### config.mk
export PLATFORM = sky130hd
export DESIGN_NAME = hwce_yin_feeder_flat
export DESIGN_NICKNAME = d
export VERILOG_FILES = /design/src/rtl/hwce_yin_feeder_if.sv /design/src/rtl/hwce_yin_feeder.sv /design/src/flat_wrapper.sv
export SDC_FILE = /design/constraint.sdc
export NUM_CORES = 1
export LEC_CHECK = 0
export ABC_AREA = 1
export CAP_MARGIN = 5
export CORE_ASPECT_RATIO = 0.7
export CORE_UTILIZATION = 30
export CTS_BUF_LIST = sky130_fd_sc_hd__clkbuf_4 sky130_fd_sc_hd__clkbuf_8
export DETAILED_ROUTE_END_ITERATION = 8
export GPL_ROUTABILITY_DRIVEN = 0
export PLACE_DENSITY = 0.52
export SYNTH_ARGS = -nofsm -noshare
export SYNTH_HDL_FRONTEND = slang
export SYNTH_SLANG_ARGS = --single-unit
### constraint.sdc
create_clock -name clk -period 3.4 [get_ports clk]
set_input_delay 0.34 -clock clk [delete_from_list [all_inputs] [get_ports clk]]
set_output_delay 0.34 -clock clk [all_outputs]
set_load 0.1 [all_outputs]
### src/rtl/hwce_yin_feeder_if.sv
// Bundles the partial-sum memory stream and the shift-adder operand signals
// of hwce_yin_feeder.
//   master : the feeder (accepts memory beats, drives operand and stall)
//   slave  : the environment (memory source and column-engine monitor)
// Signals:
//   mem_y_data/mem_y_valid/mem_y_ready : partial-sum stream, pixel 0 in LSBs
//   valid_y_in_sop                     : monitored column valids
//   y_in/valid_y_in/sum_over_constant  : operand to the shift adder
//   col_stall                          : hold request to the column engines
interface hwce_yin_feeder_if #(
  parameter int DATA_WIDTH = 32,
  parameter int N_COL      = 4
);
  logic [DATA_WIDTH-1:0] mem_y_data;
  logic                  mem_y_valid;
  logic                  mem_y_ready;
  logic [N_COL-1:0]      valid_y_in_sop;
  logic [DATA_WIDTH-1:0] y_in;
  logic                  valid_y_in;
  logic                  sum_over_constant;
  logic                  col_stall;

  modport master (
    input  mem_y_data, mem_y_valid, valid_y_in_sop,
    output mem_y_ready, y_in, valid_y_in, sum_over_constant, col_stall
  );

  modport slave (
    output mem_y_data, mem_y_valid, valid_y_in_sop,
    input  mem_y_ready, y_in, valid_y_in, sum_over_constant, col_stall
  );
endinterface

### src/rtl/hwce_yin_feeder.sv
// Accumulation-operand feeder for hwce_shift_adder. Buffers previous partial
// sums fetched from memory and releases one NPX-pixel vector each time all
// column engines present a valid sop. On a first input-channel pass nothing
// is fetched and the bias constant is selected instead.
// Ports:
//   clk, rst_n (sync, active-low), clear (soft clear, same effect as reset)
//   cfg_start, cfg_nb_vec, cfg_first_pass : pass configuration, sampled at start
//   bus (hwce_yin_feeder_if.master)       : memory stream + operand + stall
//   busy, done                            : pass status, done is a 1-cycle pulse
//   perf_stall_cnt                        : stall-cycle counter
// Optional feature: define HWCE_FEEDER_PERF_CNT_EN to build the stall counter;
// without it perf_stall_cnt is tied to 0.
//
// state    | meaning
// ST_IDLE  | waiting for cfg_start
// ST_RUN   | pass in progress, fetching and releasing vectors
// ST_DONE  | one-cycle end-of-pass pulse
module hwce_yin_feeder #(
  parameter int CONV_WIDTH = 16,
  parameter int NPX        = 2,
  parameter int N_COL      = 4,
  parameter int FIFO_DEPTH = 8,
  parameter int CNT_WIDTH  = 16
) (
  input  logic                 clk,
  input  logic                 rst_n,
  input  logic                 clear,
  input  logic                 cfg_start,
  input  logic [CNT_WIDTH-1:0] cfg_nb_vec,
  input  logic                 cfg_first_pass,
  hwce_yin_feeder_if.master    bus,
  output logic                 busy,
  output logic                 done,
  output logic [31:0]          perf_stall_cnt
);
  localparam int DW = NPX * CONV_WIDTH;
  localparam int PW = $clog2(FIFO_DEPTH);

  typedef enum logic [1:0] {ST_IDLE, ST_RUN, ST_DONE} state_t;

  state_t               state, state_nxt;
  logic [CNT_WIDTH-1:0] nb_vec, fetch_cnt, cons_cnt;
  logic                 first_pass;

  logic [DW-1:0]        fifo_mem [FIFO_DEPTH];
  logic [PW-1:0]        wr_ptr, rd_ptr;
  logic [PW:0]          fill;
  logic                 empty, full;

  logic                 run, start_acc, push, pop, fire, all_sop;
  logic                 ready_c, valid_c, soc_c, stall_c;
  logic [DW-1:0]        y_c;

  assign empty   = (fill == '0);
  assign full    = (fill == (PW+1)'(FIFO_DEPTH));
  assign all_sop = &bus.valid_y_in_sop;

  always_ff @(posedge clk) begin
    if (!rst_n || clear) begin
      state      <= ST_IDLE;
      nb_vec     <= '0;
      first_pass <= 1'b0;
      fetch_cnt  <= '0;
      cons_cnt   <= '0;
      wr_ptr     <= '0;
      rd_ptr     <= '0;
      fill       <= '0;
    end else begin
      state <= state_nxt;
      if (start_acc) begin
        nb_vec     <= cfg_nb_vec;
        first_pass <= cfg_first_pass;
        fetch_cnt  <= '0;
        cons_cnt   <= '0;
      end else begin
        if (push) fetch_cnt <= fetch_cnt + 1'b1;
        if (fire) cons_cnt  <= cons_cnt + 1'b1;
      end
      if (push) wr_ptr <= wr_ptr + 1'b1;
      if (pop)  rd_ptr <= rd_ptr + 1'b1;
      case ({push, pop})
        2'b10:   fill <= fill + 1'b1;
        2'b01:   fill <= fill - 1'b1;
        default: fill <= fill;
      endcase
    end
  end

  // Storage needs no reset: the operand is gated to 0 outside a streamed pass.
  always_ff @(posedge clk) begin
    if (push) fifo_mem[wr_ptr] <= bus.mem_y_data;
  end

  always_comb begin
    state_nxt = state;
    run       = 1'b0;
    start_acc = 1'b0;
    busy      = 1'b0;
    done      = 1'b0;
    ready_c   = 1'b0;
    valid_c   = 1'b0;
    soc_c     = 1'b0;
    stall_c   = 1'b0;
    y_c       = '0;
    push      = 1'b0;
    pop       = 1'b0;
    fire      = 1'b0;
    case (state)
      ST_IDLE: begin
        if (cfg_start) begin
          start_acc = 1'b1;
          state_nxt = (cfg_nb_vec == '0) ? ST_DONE : ST_RUN;
        end
      end
      ST_RUN: begin
        run     = 1'b1;
        busy    = 1'b1;
        soc_c   = first_pass;
        ready_c = !first_pass && !full && (fetch_cnt < nb_vec);
        valid_c = first_pass || !empty;
        y_c     = first_pass ? '0 : fifo_mem[rd_ptr];
        stall_c = all_sop && !valid_c;
        fire    = valid_c && all_sop;
        pop     = fire && !first_pass;
        // Full blocks a push even when a pop frees a slot this cycle.
        push    = bus.mem_y_valid && ready_c;
        if (fire && ((cons_cnt + 1'b1) == nb_vec)) state_nxt = ST_DONE;
      end
      ST_DONE: begin
        done      = 1'b1;
        state_nxt = ST_IDLE;
      end
      default: state_nxt = ST_IDLE;
    endcase
  end

  assign bus.mem_y_ready       = ready_c;
  assign bus.valid_y_in        = valid_c;
  assign bus.sum_over_constant = soc_c;
  assign bus.col_stall         = stall_c;
  assign bus.y_in              = y_c;

`ifdef HWCE_FEEDER_PERF_CNT_EN
  logic [31:0] stall_cnt;

  always_ff @(posedge clk) begin
    if (!rst_n || clear || start_acc) begin
      stall_cnt <= '0;
    end else if (stall_c && (stall_cnt != 32'hFFFF_FFFF)) begin
      stall_cnt <= stall_cnt + 32'd1;
    end
  end

  assign perf_stall_cnt = stall_cnt;
`else
  assign perf_stall_cnt = 32'd0;
`endif

  logic unused_run;
  assign unused_run = run;
endmodule

### src/flat_wrapper.sv
// flat-port wrapper written by rule: the top's interface ports become plain ports
module hwce_yin_feeder_flat 
#(
  parameter int CONV_WIDTH = 16,
  parameter int NPX        = 2,
  parameter int N_COL      = 4,
  parameter int FIFO_DEPTH = 8,
  parameter int CNT_WIDTH  = 16
)
  (clk, rst_n, clear, cfg_start, cfg_nb_vec, cfg_first_pass, busy, done, perf_stall_cnt, bus_mem_y_data, bus_mem_y_valid, bus_valid_y_in_sop, bus_mem_y_ready, bus_y_in, bus_valid_y_in, bus_sum_over_constant, bus_col_stall);
  hwce_yin_feeder_if #(.DATA_WIDTH((32)), .N_COL(N_COL)) bus_i ();
  input  logic clk;
  input  logic rst_n;
  input  logic clear;
  input  logic cfg_start;
  input  logic [CNT_WIDTH-1:0] cfg_nb_vec;
  input  logic cfg_first_pass;
  output logic busy;
  output logic done;
  output logic [31:0] perf_stall_cnt;
  input wire logic [$bits(bus_i.mem_y_data)-1:0] bus_mem_y_data;
  input wire logic [$bits(bus_i.mem_y_valid)-1:0] bus_mem_y_valid;
  input wire logic [$bits(bus_i.valid_y_in_sop)-1:0] bus_valid_y_in_sop;
  output wire logic [$bits(bus_i.mem_y_ready)-1:0] bus_mem_y_ready;
  output wire logic [$bits(bus_i.y_in)-1:0] bus_y_in;
  output wire logic [$bits(bus_i.valid_y_in)-1:0] bus_valid_y_in;
  output wire logic [$bits(bus_i.sum_over_constant)-1:0] bus_sum_over_constant;
  output wire logic [$bits(bus_i.col_stall)-1:0] bus_col_stall;
  assign bus_i.mem_y_data = bus_mem_y_data;
  assign bus_i.mem_y_valid = bus_mem_y_valid;
  assign bus_i.valid_y_in_sop = bus_valid_y_in_sop;
  assign bus_mem_y_ready = bus_i.mem_y_ready;
  assign bus_y_in = bus_i.y_in;
  assign bus_valid_y_in = bus_i.valid_y_in;
  assign bus_sum_over_constant = bus_i.sum_over_constant;
  assign bus_col_stall = bus_i.col_stall;
  hwce_yin_feeder #(.CONV_WIDTH(CONV_WIDTH), .NPX(NPX), .N_COL(N_COL), .FIFO_DEPTH(FIFO_DEPTH), .CNT_WIDTH(CNT_WIDTH)) u_core (.clk(clk), .rst_n(rst_n), .clear(clear), .cfg_start(cfg_start), .cfg_nb_vec(cfg_nb_vec), .cfg_first_pass(cfg_first_pass), .bus(bus_i), .busy(busy), .done(done), .perf_stall_cnt(perf_stall_cnt));
endmodule
# == Yosys cells after proc, flatten, opt, wreduce, memory -nomap -nowiden ==
# Memory sizes are Yosys's and may differ from the RTL's. A register that Yosys moved wholly into a read port is not among the register bits.
# Cells that the tools add are included.
# word_totals
mem_count,1
ff_bits,61
mem_bits_rw,256
wordCells,67
out_inout_bits,70
# op_classes
eq_ne,8
muxes,22
reduce_logical,21
n_addsub,6
magnitude_cmp,1
# mem_list
name,depth,width,read_ports,rd_clocked_by_memory_dff,write_ports,line_no,source
u_core.fifo_mem,8,32,1,1,1,hwce_yin_feeder.sv:45,logic [DW-1:0] fifo_mem [FIFO_DEPTH];
# ops
op,count
two-way mux 32 bit,2
"adder 16 x 1 -> 16 bit, second input constant",2
equality test 16 bit,1
zero test 16 bit,1
< comparator 16 bit,1
two-way mux 1 bit,13
one-hot mux 4 bit (2 select lines),1
logical AND 1 bit,7
"adder 3 x 1 -> 3 bit, second input constant",2
two-way mux 2 bit,3
two-way mux 3 bit,2
zero test 1 bit,5
"adder 4 x 1 -> 4 bit, second input constant",1
"equality test 2 x 1 -> 1 bit, second input constant",2
"equality test 2 bit, second input constant",2
"equality test 4 bit, second input constant",1
zero test 4 bit,1
one-hot mux 2 bit (2 select lines),1
AND reduction 4 bit,1
"subtractor 4 x 1 -> 4 bit, second input constant",1
zero test 2 bit,1
logical OR 1 bit,2
"!= test 2 x 1 -> 1 bit, second input constant",1
"!= test 2 bit, second input constant",1
3 further kinds,3

# == Logic depth before layout (Yosys ltp) ==
# logic_depth
depth_word,8
ltp_mapped,21

# == Worst setup path after synthesis ==
# No wires, ideal clock.
# synth_timing
path_type,flip-flop to output port
startpoint,register u_core.state[0]
endpoint,output port bus_col_stall
path_stages_with_launch,5
setup_slack_ns,-0.933
path_buffers,0
t_arrival_ns,3.993
path_cell_list,dfxtp_1 -> inv_2 -> nor2_4 -> inv_2 -> nor4_1
# synth_via
elab_chain_len,2
# synth_lines
element,line_no,source
"start, declared",hwce_yin_feeder.sv:41,"state_t state, state_nxt;"
"start signal, assigned",hwce_yin_feeder.sv:69,state <= state_nxt;
equality test 2 x 1 -> 1 bit,hwce_yin_feeder.sv:108,case (state)
two-way mux 1 bit,hwce_yin_feeder.sv:108,
"end, declared",flat_wrapper.sv:28,output wire logic [$bits(bus_i.col_stall)-1:0] bus_col_stall;
# Every way passes these cells.

==> impl_metrics.py <==
metrics = {
    "power_and_ir_drop": {
        "p_sw_share_pct": 24.0,
        "cellPowerDensity_mw_per_mm2": 485,
        "p_seq_share_pct": 51.0,
        "ir_drop_mv": 0.235,
        "p_switching_uw": 2010,
        "p_clk_share_pct": 42.0,
        "pwr-share-comb_pct": 7.1,
        "p_int_uw": 6340,
        "p_leak_uw": 0.00587,
    },
    "synthesis": {
        "yosysWarnings": 0,
        "synth_area_per_cell_sq_um": 10.5,
        "synth_edf_count": 256,
        "synth.most_common_cell": "edfxtp_1",
        "seq_area_frac_synth_pct": 64.5,
        "synth_area_sq_mm": 0.0139,
        "ys_top_cells_by_area": "edfxtp_1, dfxtp_1, o21ai_0",
        "synthCells": 1322,
        "yosysTopAreaCellShare_pct": 55.3,
        "synth.distinct_cells": 37,
        "synthArstFlopShare_pct": 0,
        "ys_top_cells_by_count": "edfxtp_1, nor2_1, o21ai_0, nand2_1",
        "yosysTopAreaCell": "edfxtp_1",
        "synthFlopType": "edfxtp_1",
        "synth.ff_latch_count": 320,
    },
    "die": {
        "die-area_sq_mm": 0.0472,
        "die_w_um": 259,
        "core_sq_mm": 0.0454,
        "die_h_um": 182,
        "start_util_pct": 30.6,
        "fp-row-count": 65,
        "io_pins": 128,
    },
    "global_route": {
        "grt_remaining_overflow": 0,
        "grt_start_max_net_pins": 129,
        "grt_antenna_before_repair": 0,
        "grt_pass1_wl_mm": 54.8,
        "grt_pass1_vias": 9422,
        "grt_usage_pct": 14.8,
    },
    "detailed_routing": {
        "wl_mm": 35.0,
        "vias": 9801,
        "drtPass1Iterations": 7,
        "drc_errors": 0,
        "viasPerCell": 4.72,
        "wl_per_cell_um": 16.9,
        "drt_iter0_drc": 706,
        "antenna_left": 0,
    },
    "worst_setup_path": {
        "crit_fanout": 85,
        "r2r_start": "u_core.fetch_cnt[9]",
        "cp-end-kind": "output port",
        "crit_path_start_kind": "flip-flop",
        "worstPathArrival_ns": 2.82,
        "required_ns": 3.06,
        "critPathKind": "flip-flop to output port",
    },
    "min_path": {
        "holdCritPathClass": "primary input to flip-flop",
        "worstHoldStart": "cfg_first_pass",
    },
    "sta": {
        "fmax_ghz": 0.317,
        "relSlewSlack_pct": 35.0,
        "tightest_slew_ns": 0.972,
        "min_period_ns": 3.16,
        "setup_viol": 0,
        "hold_slack_ns": 0.414,
        "rsz0062_at_grt": "false",
        "drv_slew": 0,
        "finalHoldViolations": 0,
        "finClkSkew_ns": 0.0333,
        "fin_crit_sh_pct": 92.9,
        "setup_tns_ns": 0,
    },
    "layout": {
        "diodes": 0,
        "syn2layout_area_growth_pct": 23.6,
        "drive_gt1_share_pct": 13.7,
        "nets": 1513,
    },
    "cts": {
        "cts_tree": "yes",
        "cts_resized": 0,
        "clk_pin_slew_ns": 0.06,
        "cts_buffers": 53,
        "htree_levels": 2,
        "hold_buffers": 0,
        "clock_path_buffers": 3,
        "cts_root_buffer": "clkbuf_8",
        "cts.sinks": 320,
        "post-cts-setup-buffer-count": 0,
        "clk_latency_ns": 0.60,
    },
    "flow_run": {
        "cap_violations": 0,
    },
    "run_status": {
        "status": "finished, final reports clean",
    },
    "placement": {
        "port_buffers": 95,
        "hpwl_mm": 21.5,
    },
}
routing by layer:
| metal | vias to the layer above | global-route usage (%) | share of wire [%] |
|---|---|---|---|
| li1 | 4863 | - | - |
| met3 | 50 | 2.68 | 4.6 |
| met2 | 210 | 21.8 | 42 |
| met5 | - | 0 | 0 |
| met1 | 4678 | 22.3 | 51 |
| met4 | 0 | 3.98 | 2.0 |
critical path, cell delays in order, from the launching register on:
cell and delay, ns:
dfxtp_4 0.67, buf_12 0.40, o21ai_0 0.16, o22ai_1 0.20, o21ai_0 0.09, a31oi_1 0.44, buf_12 0.24
sequential cells by signal (all words and copies together) (netlist names), named ones only:
register and flops:
u_core.rd_ptr 3, u_core.state 2, u_core.cons_cnt 16, u_core.wr_ptr 3, u_core.fill 4, u_core.fetch_cnt 16
u_core.nb_vec 16, u_core.first_pass 1, u_core.fifo_mem 256
cells in the final DEF, fill, tap and decap left out, drive strengths merged, types with 9 or more instances in the layout:
cell,synthesis,layout
ha,22,22
o21ai,202,202
clkdlybuf4s50,0,59
dfxtp,64,64
xnor2,9,9
a21oi,59,59
clkinv,2,18
xor2,14,14
edfxtp,256,256
nand3,49,49
conb,1,32
o22ai,32,32
nor2,250,250
clkbuf,54,71
nand4,23,23
a31oi,34,34
buf,44,64
nand2,120,120
inv,67,71
worst paths after layout:
path	to	slack [ns]	cells past startpoint
max	bus_y_in[31]	0.24	6
min	u_core.first_pass	0.41	3
max reg2reg	u_core.fifo_mem[7][1]	0.46	11
min reg2reg	flip-flop	0.47	1
logic make-up after synthesis:
logic type / after synthesis / share of synthesized area, %
and+or+nand+nor: 454 / 13.6
AOI/OAI and AO/OA: 334 / 12.8
DFF: 320 / 64.5
buffers and inverters: 167 / 5.49
xor gates and xnor gates: 24 / 1.61
adders and majority gates: 22 / 1.98
other: 1 / 0.0270
layout make-up:
cell class	count	area, sq um
clock inverter	23	190
clock buffer	71	896
timing repair buffer	123	1580
tap	603	754
multi-input combinational	866	4530
fill	4442	28200
inverter	69	260
sequential	320	8970
power groups by stage:
stage | combinational, uW | clock [uW] | sequential (uW)
CTS | 593 | 3620 | 4250
detailed placement | 592 | 0 | 4340
floorplan | 400 | 0 | 4340
global route | 628 | 3780 | 4250
finish | 591 | 3500 | 4250
global placement | 591 | 0 | 4330
metrics by stage:
stage                     std cells  power (uW)  setup WS, ns  instance area [sq um]  util, %
after floorplan                1353        4740        -0.289                  14200        -
after global placement         1981        4930         0.528                  16100     35.5
after detailed placement       1981        4930         0.478                  16100     35.5
after CTS                      2075        8470         0.120                  17200     37.9
after global routing           2075        8660        0.0168                  17200     37.9
final                          2075        8350         0.241                  17200     37.9
Power figures use the tool's default switching activity.
